==> src/rtl/mem_image_ram.sv <==
// Single-clock RAM that loads itself from an external image ROM after reset,
// then serves a read/write port A, a read-only port B and a range-clear engine.
module mem_image_ram #(
  parameter int DATA_W = 8,
  parameter int ADDR_W = 8
) (
  input  logic              clk,
  input  logic              rst_n,
  output logic [ADDR_W-1:0] img_addr,
  input  logic [DATA_W-1:0] img_data,
  input  logic              a_en,
  input  logic              a_we,
  input  logic [ADDR_W-1:0] a_addr,
  input  logic [DATA_W-1:0] a_wdata,
  output logic [DATA_W-1:0] a_rdata,
  input  logic [ADDR_W-1:0] b_addr,
  output logic [DATA_W-1:0] b_rdata,
  input  logic              clr_req,
  input  logic [ADDR_W-1:0] clr_base,
  input  logic [ADDR_W:0]   clr_len,
  output logic              busy,
  output logic              ready,
  output logic [1:0]        state_dbg
);

  localparam int DEPTH = 2 ** ADDR_W;
  localparam logic [ADDR_W:0]   LAST_P  = (ADDR_W + 1)'(DEPTH - 1);
  localparam logic [ADDR_W:0]   DEPTH_P = (ADDR_W + 1)'(DEPTH);
  localparam logic [ADDR_W+1:0] DEPTH_W = (ADDR_W + 2)'(DEPTH);

  typedef enum logic [1:0] {
    ST_COPY  = 2'd0,
    ST_READY = 2'd1,
    ST_CLEAR = 2'd2
  } state_t;

  state_t              state, state_nx;
  logic [ADDR_W:0]     ptr, ptr_nx;
  logic [ADDR_W:0]     end_q, end_nx;
  logic [ADDR_W+1:0]   clr_sum;
  logic [DATA_W-1:0]   mem [DEPTH];
  logic                we;
  logic [ADDR_W-1:0]   waddr;
  logic [DATA_W-1:0]   wdata;
  logic                a_rd;

  // Handshake: port A (a_en/a_we) and clr_req are taken on a rising edge only
  // while ready=1; with ready=0 they are dropped, never queued or stalled.
  assign clr_sum = (ADDR_W + 2)'(clr_base) + (ADDR_W + 2)'(clr_len);

  always_comb begin
    state_nx = state;
    ptr_nx   = ptr;
    end_nx   = end_q;
    we       = 1'b0;
    waddr    = ptr[ADDR_W-1:0];
    wdata    = '0;
    a_rd     = 1'b0;
    case (state)
      ST_COPY: begin
        we     = 1'b1;
        wdata  = img_data;
        ptr_nx = ptr + 1'b1;
        if (ptr == LAST_P) state_nx = ST_READY;
      end
      ST_CLEAR: begin
        we     = 1'b1;
        ptr_nx = ptr + 1'b1;
        if (ptr_nx == end_q) state_nx = ST_READY;
      end
      ST_READY: begin
        a_rd = a_en;
        if (a_en && a_we) begin
          we    = 1'b1;
          waddr = a_addr;
          wdata = a_wdata;
        end
        // Range end saturates at DEPTH so the clear never wraps to address 0.
        if (clr_req && (clr_len != '0)) begin
          state_nx = ST_CLEAR;
          ptr_nx   = {1'b0, clr_base};
          end_nx   = (clr_sum > DEPTH_W) ? DEPTH_P : clr_sum[ADDR_W:0];
        end
      end
      default: state_nx = ST_COPY;
    endcase
  end

  always_ff @(posedge clk) begin
    if (rst_n && we) mem[waddr] <= wdata;
  end

  always_ff @(posedge clk) begin
    if (!rst_n) begin
      state   <= ST_COPY;
      ptr     <= '0;
      end_q   <= '0;
      a_rdata <= '0;
      b_rdata <= '0;
    end else begin
      state   <= state_nx;
      ptr     <= ptr_nx;
      end_q   <= end_nx;
      b_rdata <= mem[b_addr];
      if (a_rd) a_rdata <= mem[a_addr];
    end
  end

  assign busy      = (state != ST_READY);
  assign ready     = ~busy;
  assign img_addr  = ptr[ADDR_W-1:0];
  assign state_dbg = state;

endmodule

==> config.mk <==
export PLATFORM = sky130hd
export DESIGN_NAME = mem_image_ram
export DESIGN_NICKNAME = d
export VERILOG_FILES = /design/src/rtl/mem_image_ram.sv
export SDC_FILE = /design/constraint.sdc
export NUM_CORES = 2
export LEC_CHECK = 0
export CAP_MARGIN = 20
export CORE_ASPECT_RATIO = 1.2
export CORE_MARGIN = 2
export CORE_UTILIZATION = 60
export CTS_CLUSTER_DIAMETER = 150
export CTS_CLUSTER_SIZE = 12
export DETAILED_ROUTE_END_ITERATION = 6
export GPL_ROUTABILITY_DRIVEN = 0
export PLACE_DENSITY = 0.76
export SLEW_MARGIN = 20
export SYNTH_ARGS = -nofsm -noshare
export SYNTH_HDL_FRONTEND = slang
export SYNTH_SLANG_ARGS = --single-unit
==> constraint.sdc <==
create_clock -name clk -period 12.2 [get_ports clk]
set_input_delay 1.22 -clock clk [delete_from_list [all_inputs] [get_ports clk]]
set_output_delay 1.22 -clock clk [all_outputs]
set_load 0.005 [all_outputs]
==> impl_metrics.xml <==
<?xml version="1.0" encoding="UTF-8"?>
<metrics>
  <group name="layout">
    <metric name="post_route_cells_drive_above_1_share" unit="%">28.2</metric>
    <metric name="layout-area-overhead-vs-synth" unit="%">8.10</metric>
    <metric name="final_net_count" unit="">4985</metric>
    <metric name="n_fill_cell" unit="">10500</metric>
    <metric name="final_design_area_no_fill" unit="mm²">0.105</metric>
  </group>
  <group name="placement">
    <metric name="dpl_cell_area" unit="mm²">0.0992</metric>
    <metric name="dp_hpwl" unit="mm">175</metric>
    <metric name="portBuffers" unit="">81</metric>
  </group>
  <group name="cts">
    <metric name="cts_made_buffers" unit="">191</metric>
    <metric name="cts_htree_levels" unit="">4</metric>
    <metric name="cts-root-to-sink-buffers" unit="">3</metric>
    <metric name="post_cts_buffers" unit="">0</metric>
    <metric name="post_cts_gate_resize_count" unit="">0</metric>
    <metric name="cts_root_buf" unit="">sky130_fd_sc_hd__clkbuf_16</metric>
    <metric name="clk_pin_slew_worst_paths" unit="ps">60</metric>
    <metric name="insertion_delay" unit="ps">840</metric>
    <metric name="tritoncts_num_sinks" unit="">2084</metric>
    <metric name="clock_tree_from_tritoncts" unit="">done</metric>
    <metric name="number_of_buffers_added_to_fix_hold_violations_after_cts" unit="">0</metric>
  </group>
  <group name="worst_setup_path">
    <metric name="crit_type" unit="">in -&gt; reg</metric>
    <metric name="critical_path_required" unit="ps">12910</metric>
    <metric name="critical-path-max-stage-delay" unit="ps">730</metric>
    <metric name="critical_path_buf_inv_count" unit="">3</metric>
    <metric name="timing.critical_path.to_type" unit="">register</metric>
    <metric name="critical_path.slowest_cell" unit="">sky130_fd_sc_hd__nor3_1</metric>
    <metric name="critPathTopFamily" unit="">buffers and inverters</metric>
    <metric name="timing.critical_path.from_type" unit="">input port</metric>
    <metric name="worstPathMaxFanout" unit="">131</metric>
    <metric name="path_cells" unit="">buf_8 -&gt; buf_12 -&gt; buf_12 -&gt; mux4_2 -&gt; a22o_1 -&gt; a221oi_1 -&gt; o22ai_1 -&gt; nor3_1 -&gt; o22ai_1 -&gt; a221o_1</metric>
    <metric name="worst-endpoint-arrival" unit="ps">6130</metric>
  </group>
  <group name="timing">
    <metric name="fin_crit" unit="ps">5420</metric>
    <metric name="max_slew.worst_pin.slew" unit="ps">1260</metric>
    <metric name="finClkSkew" unit="ps">35.2</metric>
    <metric name="pins_over_their_slew_limit" unit="">0</metric>
    <metric name="fmax_achieved" unit="GHz">0.184</metric>
    <metric name="hold_ws" unit="ps">503</metric>
    <metric name="rsz_0062_raised_after_global_routing" unit="">no</metric>
    <metric name="hold_viol_final" unit="">0</metric>
    <metric name="worst_slew_margin_rel" unit="%">15.3</metric>
    <metric name="final.period_utilization" unit="%">44.4</metric>
    <metric name="setup_viol" unit="">0</metric>
    <metric name="fin_setup_tns" unit="ps">0</metric>
  </group>
  <group name="logic_synthesis">
    <metric name="synthesis.area_per_instance" unit="µm²">19.5</metric>
    <metric name="mappedNetlistNets" unit="">5013</metric>
    <metric name="synth_cell_types" unit="">58</metric>
    <metric name="synth.top_cells.by_area" unit="">sky130_fd_sc_hd__edfxtp_1, sky130_fd_sc_hd__mux4_2, sky130_fd_sc_hd__a22oi_1, sky130_fd_sc_hd__mux2i_1, sky130_fd_sc_hd__nor2_1</metric>
    <metric name="total_of_flip_flops_plus_latches_after_synthesis" unit="">2084</metric>
    <metric name="synthesis.instances" unit="">4948</metric>
    <metric name="yosysTopAreaCellShare" unit="%">63.6</metric>
    <metric name="synth_async_reset_ratio" unit="%">0</metric>
    <metric name="area_leader_netlist" unit="">sky130_fd_sc_hd__edfxtp_1</metric>
    <metric name="seq_area_frac_synth" unit="%">64.3</metric>
    <metric name="synth_common_cells" unit="">sky130_fd_sc_hd__edfxtp_1, sky130_fd_sc_hd__mux4_2, sky130_fd_sc_hd__nor2_1, sky130_fd_sc_hd__a22oi_1, sky130_fd_sc_hd__clkbuf_1</metric>
    <metric name="synthFlopType" unit="">sky130_fd_sc_hd__edfxtp_1</metric>
    <metric name="syn-cell-area" unit="mm²">0.0967</metric>
    <metric name="synth.most_common_cell" unit="">sky130_fd_sc_hd__edfxtp_1</metric>
    <metric name="number_of_synthesized_flops_with_an_enable_pin" unit="">2048</metric>
    <metric name="yosys_warnings" unit="">0</metric>
  </group>
  <group name="route">
    <metric name="wire_per_inst" unit="µm">38.7</metric>
    <metric name="detail_route.wirelength" unit="mm">276</metric>
    <metric name="drt.antenna.violating_nets" unit="">0</metric>
    <metric name="drc_errors" unit="">0</metric>
    <metric name="drtPass1Iterations" unit="">6</metric>
    <metric name="vias_per_cell" unit="">7.72</metric>
    <metric name="drt_first_iter_violations" unit="">8961</metric>
    <metric name="vias" unit="">55000</metric>
  </group>
  <group name="run">
    <metric name="max-cap-violations" unit="">0</metric>
  </group>
  <group name="floorplan">
    <metric name="ios" unit="">82</metric>
    <metric name="initial_utilization" unit="%">60.3</metric>
    <metric name="dieArea" unit="mm²">0.164</metric>
    <metric name="die_y" unit="µm">444</metric>
    <metric name="placementRows" unit="">161</metric>
    <metric name="die_width" unit="µm">371</metric>
    <metric name="floorplan_core_area" unit="mm²">0.160</metric>
  </group>
  <group name="grt">
    <metric name="grt_usage" unit="%">34.0</metric>
    <metric name="global_route_wire_length_before_repair" unit="mm">394</metric>
    <metric name="maximum_number_of_pins_on_one_net_before_global_route_repair" unit="">212</metric>
    <metric name="overflow" unit="">0</metric>
    <metric name="number_of_global_route_vias_before_repair" unit="">54500</metric>
    <metric name="grt_antenna_before_repair" unit="">12</metric>
  </group>
  <group name="power">
    <metric name="power_leakage" unit="µW">0.0318</metric>
    <metric name="peakVddDrop" unit="mV">0.155</metric>
    <metric name="power_density" unit="mW/mm²">138</metric>
  </group>
  <group name="status">
    <metric name="outcome" unit="">complete, no violations</metric>
  </group>
  <group name="worst_hold_path">
    <metric name="hold_path.class" unit="">reg -&gt; reg</metric>
  </group>
</metrics>
==> logic make-up after synthesis <==
group	share of synthesized area, %
compound gates	4.88
mux	25.7
simple gates	2.51
xor+xnor	0.163
flops	64.3
fa+ha+maj	0.150
buf+inv	2.25
==> cell usage in the layout, fill, tap and decap left out, drive strengths merged, types with 5 or more instances in the layout <==
cell	instances
a21oi	117
a221o	5
a221oi	72
a22o	87
a22oi	216
a31oi	7
a41oi	9
and2	7
and3	9
buf	116
clkbuf	269
clkdlybuf4s50	75
dfxtp	36
diode	5
edfxtp	2048
ha	10
inv	28
mux2	28
mux2i	133
mux4	1032
nand2	76
nand2b	12
nand3	24
nand3b	7
nand4	22
nand4b	6
nor2	327
nor2b	18
nor3	19
nor4	8
o21ai	51
o221ai	29
o22ai	37
or2	6
or3	6
xnor2	12
xor2	6
==> metal layers <==
layer | wire length, µm | vias up | GRT usage (%)
li1 | - | 21300 | -
met1 | 94200 | 28800 | 46.8
met2 | 130000 | 4155 | 51.7
met3 | 34600 | 742 | 7.51
met4 | 17000 | 16 | 17.8
met5 | 123 | - | 0
==> metrics by stage <==
step | setup slack (ps) | instances | util [%] | power, µW
floorplan | 3110 | 4948 | - | 8810
global placement | 5980 | 6841 | 61.9 | 9180
detailed placement | 6080 | 6841 | 61.9 | 9190
CTS | 6980 | 7117 | 65.1 | 14500
global route | 6730 | 7123 | 65.2 | 14800
finish | 6780 | 7127 | 65.2 | 14500
==> worst register-to-register path: cells and delay by family, from the launching register on <==
kind	cells	cell delay [ps]
buffers and inverters	2	380
flip-flops	1	560
AND/OR/NAND/NOR	4	2530
AO/OA/AOI/OAI	1	1020
==> power breakdown <==
group / switching (µW) / total, µW / internal (µW)
Combinational: 723 / 1180 / 453
Sequential: 14.4 / 7890 / 7880
Clock: 2520 / 5420 / 2890
==> final timing paths <==
check / from / endpoint / slack, ps / cells after the start
setup / recovery: b_addr[1] / b_rdata[4] / 6780 / 10
hold / removal: end_q[4] / end_q[4] / 500 / 1
setup reg to reg: state_dbg[0] / mem[102][4] / 7310 / 7
hold reg to reg: end_q[4] / end_q[4] / 500 / 1
==> area by class of cell <==
cell class / count / area (µm²) / area share, %
multi-input combinational: 2429 / 32500 / 31.1
tap: 2119 / 2650 / 2.54
inverter: 23 / 86.3 / 0.0826
sequential: 2084 / 62200 / 59.5
clock inverter: 7 / 68.8 / 0.0658
timing repair buffer: 191 / 1900 / 1.82
antenna: 5 / 12.5 / 0.0120
clock buffer: 269 / 5160 / 4.93
==> sequential cells by signal (all words and copies together) (netlist names) <==
signal	count
a_rdata	8
state_dbg	2
mem	2048
b_rdata	8
end_q	9
ptr	9
(Power assumes the default switching activity.)
